`src/rtl/peripheral_mpi_pkg.sv`:
```
`default_nettype none
// ============================================================================
// Module   : peripheral_mpi_pkg
// Brief    : Shared types and constants for the MPI NoC ingress path.
// Revision : 1.0 - initial release
// ============================================================================
package peripheral_mpi_pkg;

    localparam int c_NOC_FLIT_WIDTH = 32;

    typedef enum logic [0:0] {
        BUF_BUFFER = 1'b0,
        BUF_DRAIN  = 1'b1
    } mpi_buf_state_t;

    typedef struct packed {
        logic                        last;
        logic [c_NOC_FLIT_WIDTH-1:0] flit;
    } mpi_flit_t;

endpackage
`default_nettype wire

```
`src/rtl/peripheral_mpi_buffer_ram.sv`:
```
`default_nettype none
// ============================================================================
// Module   : peripheral_mpi_buffer_ram
// Brief    : Flit storage, one synchronous write port, one asynchronous read.
// Revision : 1.0 - initial release
// ============================================================================
module peripheral_mpi_buffer_ram #(
    parameter int WIDTH = 33,
    parameter int DEPTH = 16
) (
    input  logic                     clk,
    input  logic                     i_wr_en,
    input  logic [$clog2(DEPTH)-1:0] i_wr_addr,
    input  logic [WIDTH-1:0]         i_wr_data,
    input  logic [$clog2(DEPTH)-1:0] i_rd_addr,
    output logic [WIDTH-1:0]         o_rd_data
);

    logic [WIDTH-1:0] r_mem [DEPTH];

    // Contents are intentionally left unreset; validity is tracked by pointers.
    always_ff @(posedge clk) begin
        if (i_wr_en) begin
            r_mem[i_wr_addr] <= i_wr_data;
        end
    end

    assign o_rd_data = r_mem[i_rd_addr];

endmodule
`default_nettype wire

```
`src/rtl/peripheral_mpi_packet_buffer.sv`:
```
`default_nettype none
// ============================================================================
// Module   : peripheral_mpi_packet_buffer
// Brief    : Store-and-forward flit buffer with cut-through drain for packets
//            larger than the buffer.
// Revision : 1.0 - initial release
// ============================================================================
module peripheral_mpi_packet_buffer
    import peripheral_mpi_pkg::*;
#(
    parameter int NOC_FLIT_WIDTH = c_NOC_FLIT_WIDTH,
    parameter int SIZE           = 16,
    parameter int FULLPACKET     = 1
) (
    input  logic                        clk,
    input  logic                        rst,
    input  logic [NOC_FLIT_WIDTH-1:0]   in_flit,
    input  logic                        in_last,
    input  logic                        in_valid,
    output logic                        in_ready,
    output logic [NOC_FLIT_WIDTH-1:0]   out_flit,
    output logic                        out_last,
    output logic                        out_valid,
    input  logic                        out_ready,
    output logic [$clog2(SIZE+1)-1:0]   count
);

    localparam int c_AW = $clog2(SIZE);
    localparam int c_PW = c_AW + 1;
    localparam int c_CW = $clog2(SIZE + 1);
    localparam int c_EW = NOC_FLIT_WIDTH + 1;

    logic [c_PW-1:0] r_wr_ptr;
    logic [c_PW-1:0] r_rd_ptr;
    logic [c_CW-1:0] r_pkt_cnt;
    mpi_buf_state_t  r_state;
    mpi_buf_state_t  w_state_nxt;

    logic            w_empty;
    logic            w_full;
    logic            w_wr_en;
    logic            w_rd_en;
    logic            w_out_valid;
    logic            w_head_last;
    logic [c_EW-1:0] w_head;
    logic [c_PW-1:0] w_fill;

    assign w_empty = (r_wr_ptr == r_rd_ptr);
    assign w_full  = (r_wr_ptr[c_AW-1:0] == r_rd_ptr[c_AW-1:0]) &&
                     (r_wr_ptr[c_AW] != r_rd_ptr[c_AW]);

    assign w_wr_en     = in_valid && !w_full;
    assign w_rd_en     = w_out_valid && out_ready;
    assign w_head_last = w_head[NOC_FLIT_WIDTH];

    peripheral_mpi_buffer_ram #(
        .WIDTH (c_EW),
        .DEPTH (SIZE)
    ) u_ram (
        .clk       (clk),
        .i_wr_en   (w_wr_en),
        .i_wr_addr (r_wr_ptr[c_AW-1:0]),
        .i_wr_data ({in_last, in_flit}),
        .i_rd_addr (r_rd_ptr[c_AW-1:0]),
        .o_rd_data (w_head)
    );

    always_ff @(posedge clk or posedge rst) begin
        if (rst) begin
            r_wr_ptr <= '0;
            r_rd_ptr <= '0;
        end else begin
            if (w_wr_en) begin
                r_wr_ptr <= r_wr_ptr + c_PW'(1);
            end
            if (w_rd_en) begin
                r_rd_ptr <= r_rd_ptr + c_PW'(1);
            end
        end
    end

    // Number of complete packets held; a simultaneous push and pop of last
    // flits cancels out.
    always_ff @(posedge clk or posedge rst) begin
        if (rst) begin
            r_pkt_cnt <= '0;
        end else begin
            case ({w_wr_en && in_last, w_rd_en && w_head_last})
                2'b10:   r_pkt_cnt <= r_pkt_cnt + c_CW'(1);
                2'b01:   r_pkt_cnt <= r_pkt_cnt - c_CW'(1);
                default: r_pkt_cnt <= r_pkt_cnt;
            endcase
        end
    end

    always_ff @(posedge clk or posedge rst) begin
        if (rst) begin
            r_state <= BUF_BUFFER;
        end else begin
            r_state <= w_state_nxt;
        end
    end

    // The DRAIN exit uses the raw read condition rather than w_rd_en so that
    // out_valid never feeds back into the block that produces it.
    always_comb begin
        w_state_nxt = r_state;
        w_out_valid = 1'b0;
        if (FULLPACKET == 0) begin
            w_out_valid = !w_empty;
        end else begin
            case (r_state)
                BUF_BUFFER: begin
                    w_out_valid = (r_pkt_cnt != '0);
                    if (w_full && (r_pkt_cnt == '0)) begin
                        w_state_nxt = BUF_DRAIN;
                    end
                end
                BUF_DRAIN: begin
                    w_out_valid = !w_empty;
                    if (!w_empty && out_ready && w_head_last) begin
                        w_state_nxt = BUF_BUFFER;
                    end
                end
                default: begin
                    w_state_nxt = BUF_BUFFER;
                end
            endcase
        end
    end

    assign w_fill = r_wr_ptr - r_rd_ptr;

    assign in_ready  = !w_full;
    assign out_valid = w_out_valid;
    assign out_flit  = {NOC_FLIT_WIDTH{w_out_valid}} & w_head[NOC_FLIT_WIDTH-1:0];
    assign out_last  = w_out_valid & w_head_last;
    assign count     = c_CW'(w_fill);

endmodule
`default_nettype wire

```
`config.mk`:
```
export PLATFORM = sky130hd
export DESIGN_NAME = peripheral_mpi_packet_buffer
export DESIGN_NICKNAME = d
export VERILOG_FILES = /design/src/rtl/peripheral_mpi_pkg.sv /design/src/rtl/peripheral_mpi_buffer_ram.sv /design/src/rtl/peripheral_mpi_packet_buffer.sv
export SDC_FILE = /design/constraint.sdc
export NUM_CORES = 1
export LEC_CHECK = 0
export ABC_AREA = 0
export CORE_MARGIN = 3
export CORE_UTILIZATION = 55
export CTS_CLUSTER_SIZE = 10
export DETAILED_ROUTE_END_ITERATION = 8
export PLACE_DENSITY_LB_ADDON = 0.1
export SLEW_MARGIN = 5
export SYNTH_ARGS = -nofsm -noshare
export SYNTH_HDL_FRONTEND = slang
export SYNTH_HIERARCHICAL = 1
export SYNTH_SLANG_ARGS = --single-unit
export TNS_END_PERCENT = 1
```
`constraint.sdc`:
```
create_clock -name clk -period 7.56 [get_ports clk]
set_input_delay 1.512 -clock clk [delete_from_list [all_inputs] [get_ports clk]]
set_output_delay 1.512 -clock clk [all_outputs]
set_load 0.02 [all_outputs]
```
==> impl_results.md, run 1 <==
* Cts bufs inserted at 61
* IO buf count at 76
* Die height at 202.8 um
* Vias in the first global route at 10270
* Starting Density at 56.17%
* Final wirelength at 45070 um
* Slew HR at 20.94%
* Largest net degree at the start of global routing at 116
* Total Power at 9.720 mW
* Max Clock Skew at 0.01606 ns
* NetSw at 3.032 mW
* Hold_ws at 0.5403 ns
* Most frequent cells in the layout: edfxtp_1 (528), mux4_2 (113), clkdlybuf4s50_1 (76)
* Final Net Count at 1140
* CTS max path bufs at 3
* Clk_lat worst skew at 0.59 ns
* Layout Cells excl Fill at 1619
* Setup CP Type: reg2out
* Core ar. at 0.03793 mm^2
* Leakage at 7.909 nW
* Placed cells at 1539
* Fin crit period at 5.808 ns
* Worst-path maximum fanout at 71
* Fin util at 64.18%
* Register area share after synthesis at 76.30%
* Growth of design area from synthesis to finish at 14.26%
* Antenna cells at 0
* Mux contribution to synthesized area at 14.49%
* Antenna Nets Post-Route at 0
* CTS H-tree lvls at 2
* TritonCTS clock tree: done
* Top_reg_cell synth: edfxtp_1
* Fin Setup TNS at 0 ns
* Fraction of the mapped netlist area in adder cells at 0.7752%
* Worst-Margin Slew at 1.186 ns
* Worst-path clk slew at 0.05 ns
* Post-Place Worst Slack at 2.356 ns
* Post-CTS Setup Inserts at 0
* Rows at 71
* Period utilization at 76.83%
* DRT iter0 DRCs at 952
* Gp weighted congestion at 0.7115
* Synth Warn # at 6
* DR pass1 iterations at 4
* Synth Area in Compound Gates at 2.954%
* Max VDD drop at 0.2608 mV
* Fin. max-slew vios at 0
* Vias per cell at 6.287
* Synthesized area per cell at 21.72 um^2
* CP Data Required Time at 6.05 ns
* Max_cap viols at 0
* Status: finished clean
* Synth Area in Simple Gates at 2.942%
* Global route overflow at 0
* Sw Ratio at 31.19%
* HPWL Detailed at 23110 um
* Pint at 6.688 mW
* Worst min path class: reg2reg
* First-pass GRT wire length at 67450 um
* Mapped Cells at 981
* Drt wl/cell at 27.84 um
* Die Width at 202.8 um
* Endpoints failing setup at 0
* Largest family of logic cells by synthesized area: multiplexers
* Xor/xnor share of the synthesized area at 0.6166%
* Clk network pwr share at 25.9%
* Layout cells sized above 1 at 21.12%
* Maximum clock rate at 0.1722 GHz
* Via count at 10180
* Netlist Area Pre-Place at 0.02131 mm^2
* EDFF count, synth at 528
* Resized cells post-CTS at 0
* Clk root buf: clkbuf_16
* Largest area contributor in the netlist: edfxtp_1
* DRC at 0
* Register share of total power at 39.5%
* Setup crit start kind: flip-flop
* Tot GR Track Use at 22.43%
* Ys async rst share at 2.941%
* Hold Buf Count CTS at 0
* Yosys cell types at 47
* Power share of the combinational group at 34.6%
* Largest cells by area after synthesis: edfxtp_1 (74%), mux4_2 (12%), mux4_1 (2.3%), a22oi_1 (2.3%), dfrtp_1 (1.9%)
* Syn nets at 1030
* Worst Path Arrival at 4.30 ns
* Critical Path End Type: output pin
* Final hold violation count at 0
* Initial antenna violation count at 1
* Die Footprint at 0.04113 mm^2
* Final worst slack at 1.752 ns
* Commonest non-fill, non-tap cell in the layout: edfxtp_1
* Synth top area share at 74.42%
* Pwr/cell area at 399.3 mW/mm^2
* Design area at 0.02434 mm^2
* Placed instance area at 0.02269 mm^2
* Unrepaired setup endpoints after global routing: no
* Seq cells post-synth at 544
* Fillers at 2566
* IO Pins at 77
* CTS Sinks at 544
-- metal layers --
layer | vias to the layer above | global-route usage, % | part of all wire [%]
li1 | 4330 | - | -
met1 | 5449 | 34.35 | 44
met2 | 340 | 34.49 | 48
met3 | 57 | 3.784 | 6.6
met4 | 2 | 5.741 | 1.8
met5 | - | 0 | 0.029
-- power groups by stage --
stage               combinational [mW]  clock (mW)  sequential (mW)
floorplan                         2.32           0             3.82
global placement                  3.39           0             3.89
detailed placement                3.39           0             3.90
CTS                               3.41        2.58             3.84
global route                      3.61        2.69             3.87
finish                            3.37        2.52             3.84
-- synth_stat cells, types with 6 or more instances --
| cell type | instances |
|---|---|
| edfxtp_1 | 528 |
| mux4_2 | 113 |
| a22oi_1 | 66 |
| nand2_1 | 45 |
| and3_1 | 35 |
| clkbuf_1 | 26 |
| mux4_1 | 19 |
| dfrtp_1 | 16 |
| nor2_1 | 15 |
| inv_1 | 13 |
| buf_2 | 12 |
| xnor2_1 | 11 |
| ha_1 | 10 |
| nor3_1 | 7 |
| buf_12 | 6 |
-- final timing paths --
| path | from | end | slack (ns) | cells past startpoint |
|---|---|---|---|---|
| min reg2reg | r_pkt_cnt[3]$_DFFE_PP0P_ | r_pkt_cnt[3]$_DFFE_PP0P_ | 0.54 | 2 |
| max | r_rd_ptr[1]$_DFFE_PP0N_ | out_flit[19] | 1.75 | 7 |
| max reg2reg | r_rd_ptr[1]$_DFFE_PP0N_ | r_pkt_cnt[4]$_DFFE_PP0P_ | 2.86 | 12 |
| min in group asynchronous | rst | r_pkt_cnt[4]$_DFFE_PP0P_ | 1.32 | 2 |
| min | r_pkt_cnt[3]$_DFFE_PP0P_ | r_pkt_cnt[3]$_DFFE_PP0P_ | 0.54 | 2 |
| max in group asynchronous | rst | r_rd_ptr[0]$_DFFE_PP0N_ | 5.75 | 2 |
-- cell type report --
type                    count  area (um^2)  share of cell area, %
clock buffers              75         1622                  6.661
clock inverters             5        30.03                 0.1234
inverters                  13        48.80                 0.2005
multi-input cells         370         4780                  19.63
flip-flops and latches    544        16260                  66.81
well taps                 511        639.4                  2.626
repair buffers            101        960.9                  3.947
-- critical path: stages (launching register included) --
cell and delay [ns]:
dfrtp_4 0.53, buf_4 0.64, buf_4 0.93, mux4_2 0.42, a22oi_1 0.18, nand2_1 0.17, and3_1 0.18, clkdlybuf4s50_1 0.54
-- cell families (layout without fill, tap and decap cells) --
kind of cell    after synthesis  in the layout
mux                         136            136
compound gates               85             85
flops                       544            544
xor+xnor                     15             15
fa+ha+maj                    12             12
simple gates                122            122
buf+inv                      67            194
-- state kept, by name, summed over array words and instances (netlist names) --
signal       count
u_ram/r_mem    528
r_pkt_cnt        5
r_rd_ptr         5
r_wr_ptr         5
r_state          1
Note: power is estimated with default switching activity, not from simulation.
==> run 2: changes to the inputs <==
==> constraint.sdc (replaced) <==
create_clock -name clk -period 5.3 [get_ports clk]
set_input_delay 1.06 -clock clk [delete_from_list [all_inputs] [get_ports clk]]
set_output_delay 1.06 -clock clk [all_outputs]
set_load 0.02 [all_outputs]
==> impl_results.md, run 2 (same netlist as run 1, synthesis figures left out) <==
* Status: finished clean
* CTS max path bufs at 3
* Final Net Count at 1146
* Hold Crit Start: r_pkt_cnt[3]$_DFFE_PP0P_
* Layout cells sized above 1 at 21.55%
* Drt wl/cell at 27.15 um
* Antenna cells at 0
* Worst Path Arrival at 3.62 ns
* First-pass GRT wire length at 66610 um
* Die Width at 202.8 um
* TritonCTS clock tree: done
* DRC at 0
* Worst Hold Depth at 2
* Reg-to-Reg Start: r_wr_ptr[0]$_DFFE_PP0N_
* Family with the most delay on the worst path: buffers and inverters
* Worst-path clk slew at 0.06 ns
* Die height at 202.8 um
* Slowest-stage cell, CP: dfrtp_1
* Max VDD drop at 0.3770 mV
* Post-Place Worst Slack at 1.181 ns
* Placed cells at 1546
* Max reg flops at 528
* Global route overflow at 0
* CP Data Required Time at 4.24 ns
* Final wirelength at 43990 um
* Growth of design area from synthesis to finish at 14.59%
* DRT iter0 DRCs at 990
* Worst-Margin Slew at 0.9551 ns
* Worst Path Buf+Inv at 3
* IO buf count at 76
* Antenna Nets Post-Route at 0
* Largest net degree at the start of global routing at 137
* Pwr/cell area at 567.2 mW/mm^2
* Hold Buf Count CTS at 0
* Min-Delay Endpoint: r_pkt_cnt[3]$_DFFE_PP0P_
* Commonest non-fill, non-tap cell in the layout: edfxtp_1
* Slew HR at 36.17%
* Fin Setup TNS at 0 ns
* DR pass1 iterations at 5
* Fillers at 2554
* Worst-path maximum fanout at 23
* Fin. max-slew vios at 0
* Vias in the first global route at 10460
* Starting Density at 56.17%
* Final worst slack at 0.6225 ns
* Core ar. at 0.03793 mm^2
* FF-to-FF End: r_pkt_cnt[4]$_DFFE_PP0P_
* Endpoints failing setup at 0
* Post-CTS Setup Inserts at 0
* Worst min path class: reg2reg
* IO Pins at 77
* Crit-path cells: inv_1 -> ha_1 -> and4_1 -> nand3_2 -> buf_12 -> and3_1 -> clkdlybuf4s50_1
* CTS Sinks at 544
* Resized cells post-CTS at 0
* Via count at 10090
* R2R depth at 12
* Tot GR Track Use at 22.03%
* Crit-path max cell delay at 0.56 ns
* CTS H-tree lvls at 2
* Cts bufs inserted at 60
* Final hold violation count at 0
* R2r setup slk at 1.29 ns
* Initial antenna violation count at 1
* Maximum clock rate at 0.2138 GHz
* Clk root buf: clkbuf_16
* Vias per cell at 6.228
* HPWL Detailed at 23220 um
* Gp weighted congestion at 0.7685
* Max_cap viols at 0
* Critical Path End Type: output pin
* Unrepaired setup endpoints after global routing: no
* Most frequent cells in the layout: edfxtp_1 (528), mux4_2 (113), clkdlybuf4s50_1 (76)
* Area of the multi-input gates at 0.004773 mm^2
* Period utilization at 88.25%
* Rows at 71
* Sequential cell area at 0.01626 mm^2
* Top reg by flops: u_ram/r_mem
* Die Footprint at 0.04113 mm^2
* Setup crit start kind: flip-flop
* Layout Cells excl Fill at 1620
* Max Clock Skew at 0.01032 ns
* Setup CP Type: reg2out
* Fin crit period at 4.677 ns
* Clk_lat worst skew at 0.61 ns
* Leakage at 7.949 nW
run 2: cell count changes in the layout (fill, tap and decap cells not counted), sizes merged:
cell and delta:
clkbuf -4, inv -1, clkinvlp -1, buf +7
run 2: metal layers:
metal	global-route usage, %	vias to the layer above	routed length (um)
li1	-	4341	-
met1	31.94	5357	18930
met2	35.50	324	21520
met3	3.992	66	2610
met4	5.692	2	924
met5	0	-	7
run 2: worst max path at each step:
stage / from / slack, ns / cells after the start / to
finish: r_wr_ptr[0]$_DFFE_PP0N_ / 0.62 / 7 / out_flit[17]
floorplan: r_wr_ptr[0]$_DFFE_PP0N_ / 0.58 / 7 / u_ram/r_mem[0][0]$_DFFE_PP_
CTS: r_wr_ptr[0]$_DFFE_PP0N_ / 0.56 / 7 / out_flit[17]
global placement: r_wr_ptr[0]$_DFFE_PP0N_ / 1.30 / 7 / out_flit[17]
detailed placement: r_wr_ptr[0]$_DFFE_PP0N_ / 1.18 / 7 / out_flit[17]
global route: r_wr_ptr[0]$_DFFE_PP0N_ / 0.43 / 7 / out_flit[17]
run 2: stage by stage:
| stage | hold slack [ns] | cell area, um^2 | util (%) | total power [mW] |
|---|---|---|---|---|
| final | 0.5354 | 24410 | 64.36 | 13.85 |
| after global routing | 0.6012 | 24410 | 64.36 | 14.51 |
| after CTS | 0.5471 | 24410 | 64.36 | 14.02 |
| after detailed placement | 0.5296 | 22790 | 60.08 | 10.45 |
| after global placement | 0.5402 | 22790 | 60.08 | 10.42 |
| after floorplan | 0.4813 | 21310 | - | 8.745 |
run 2: layout make-up:
type / instances / share of cell area [%]
flip-flops and latches: 544 / 66.62
multi-input cells: 370 / 19.55
clock buffers: 71 / 6.447
repair buffers: 108 / 4.356
well taps: 511 / 2.619
clock inverters: 3 / 0.2101
inverters: 13 / 0.1999
run 2: power by group:
part	switching, mW	internal (mW)
sequential	0.187	5.22
combinational	2.64	2.26
clock	1.49	2.05
run 2: tightest hold or removal path: stages, from the launching register on:
cell	delay, ns
dfrtp_1	0.38
nand2_1	0.06
o21ai_0	0.06
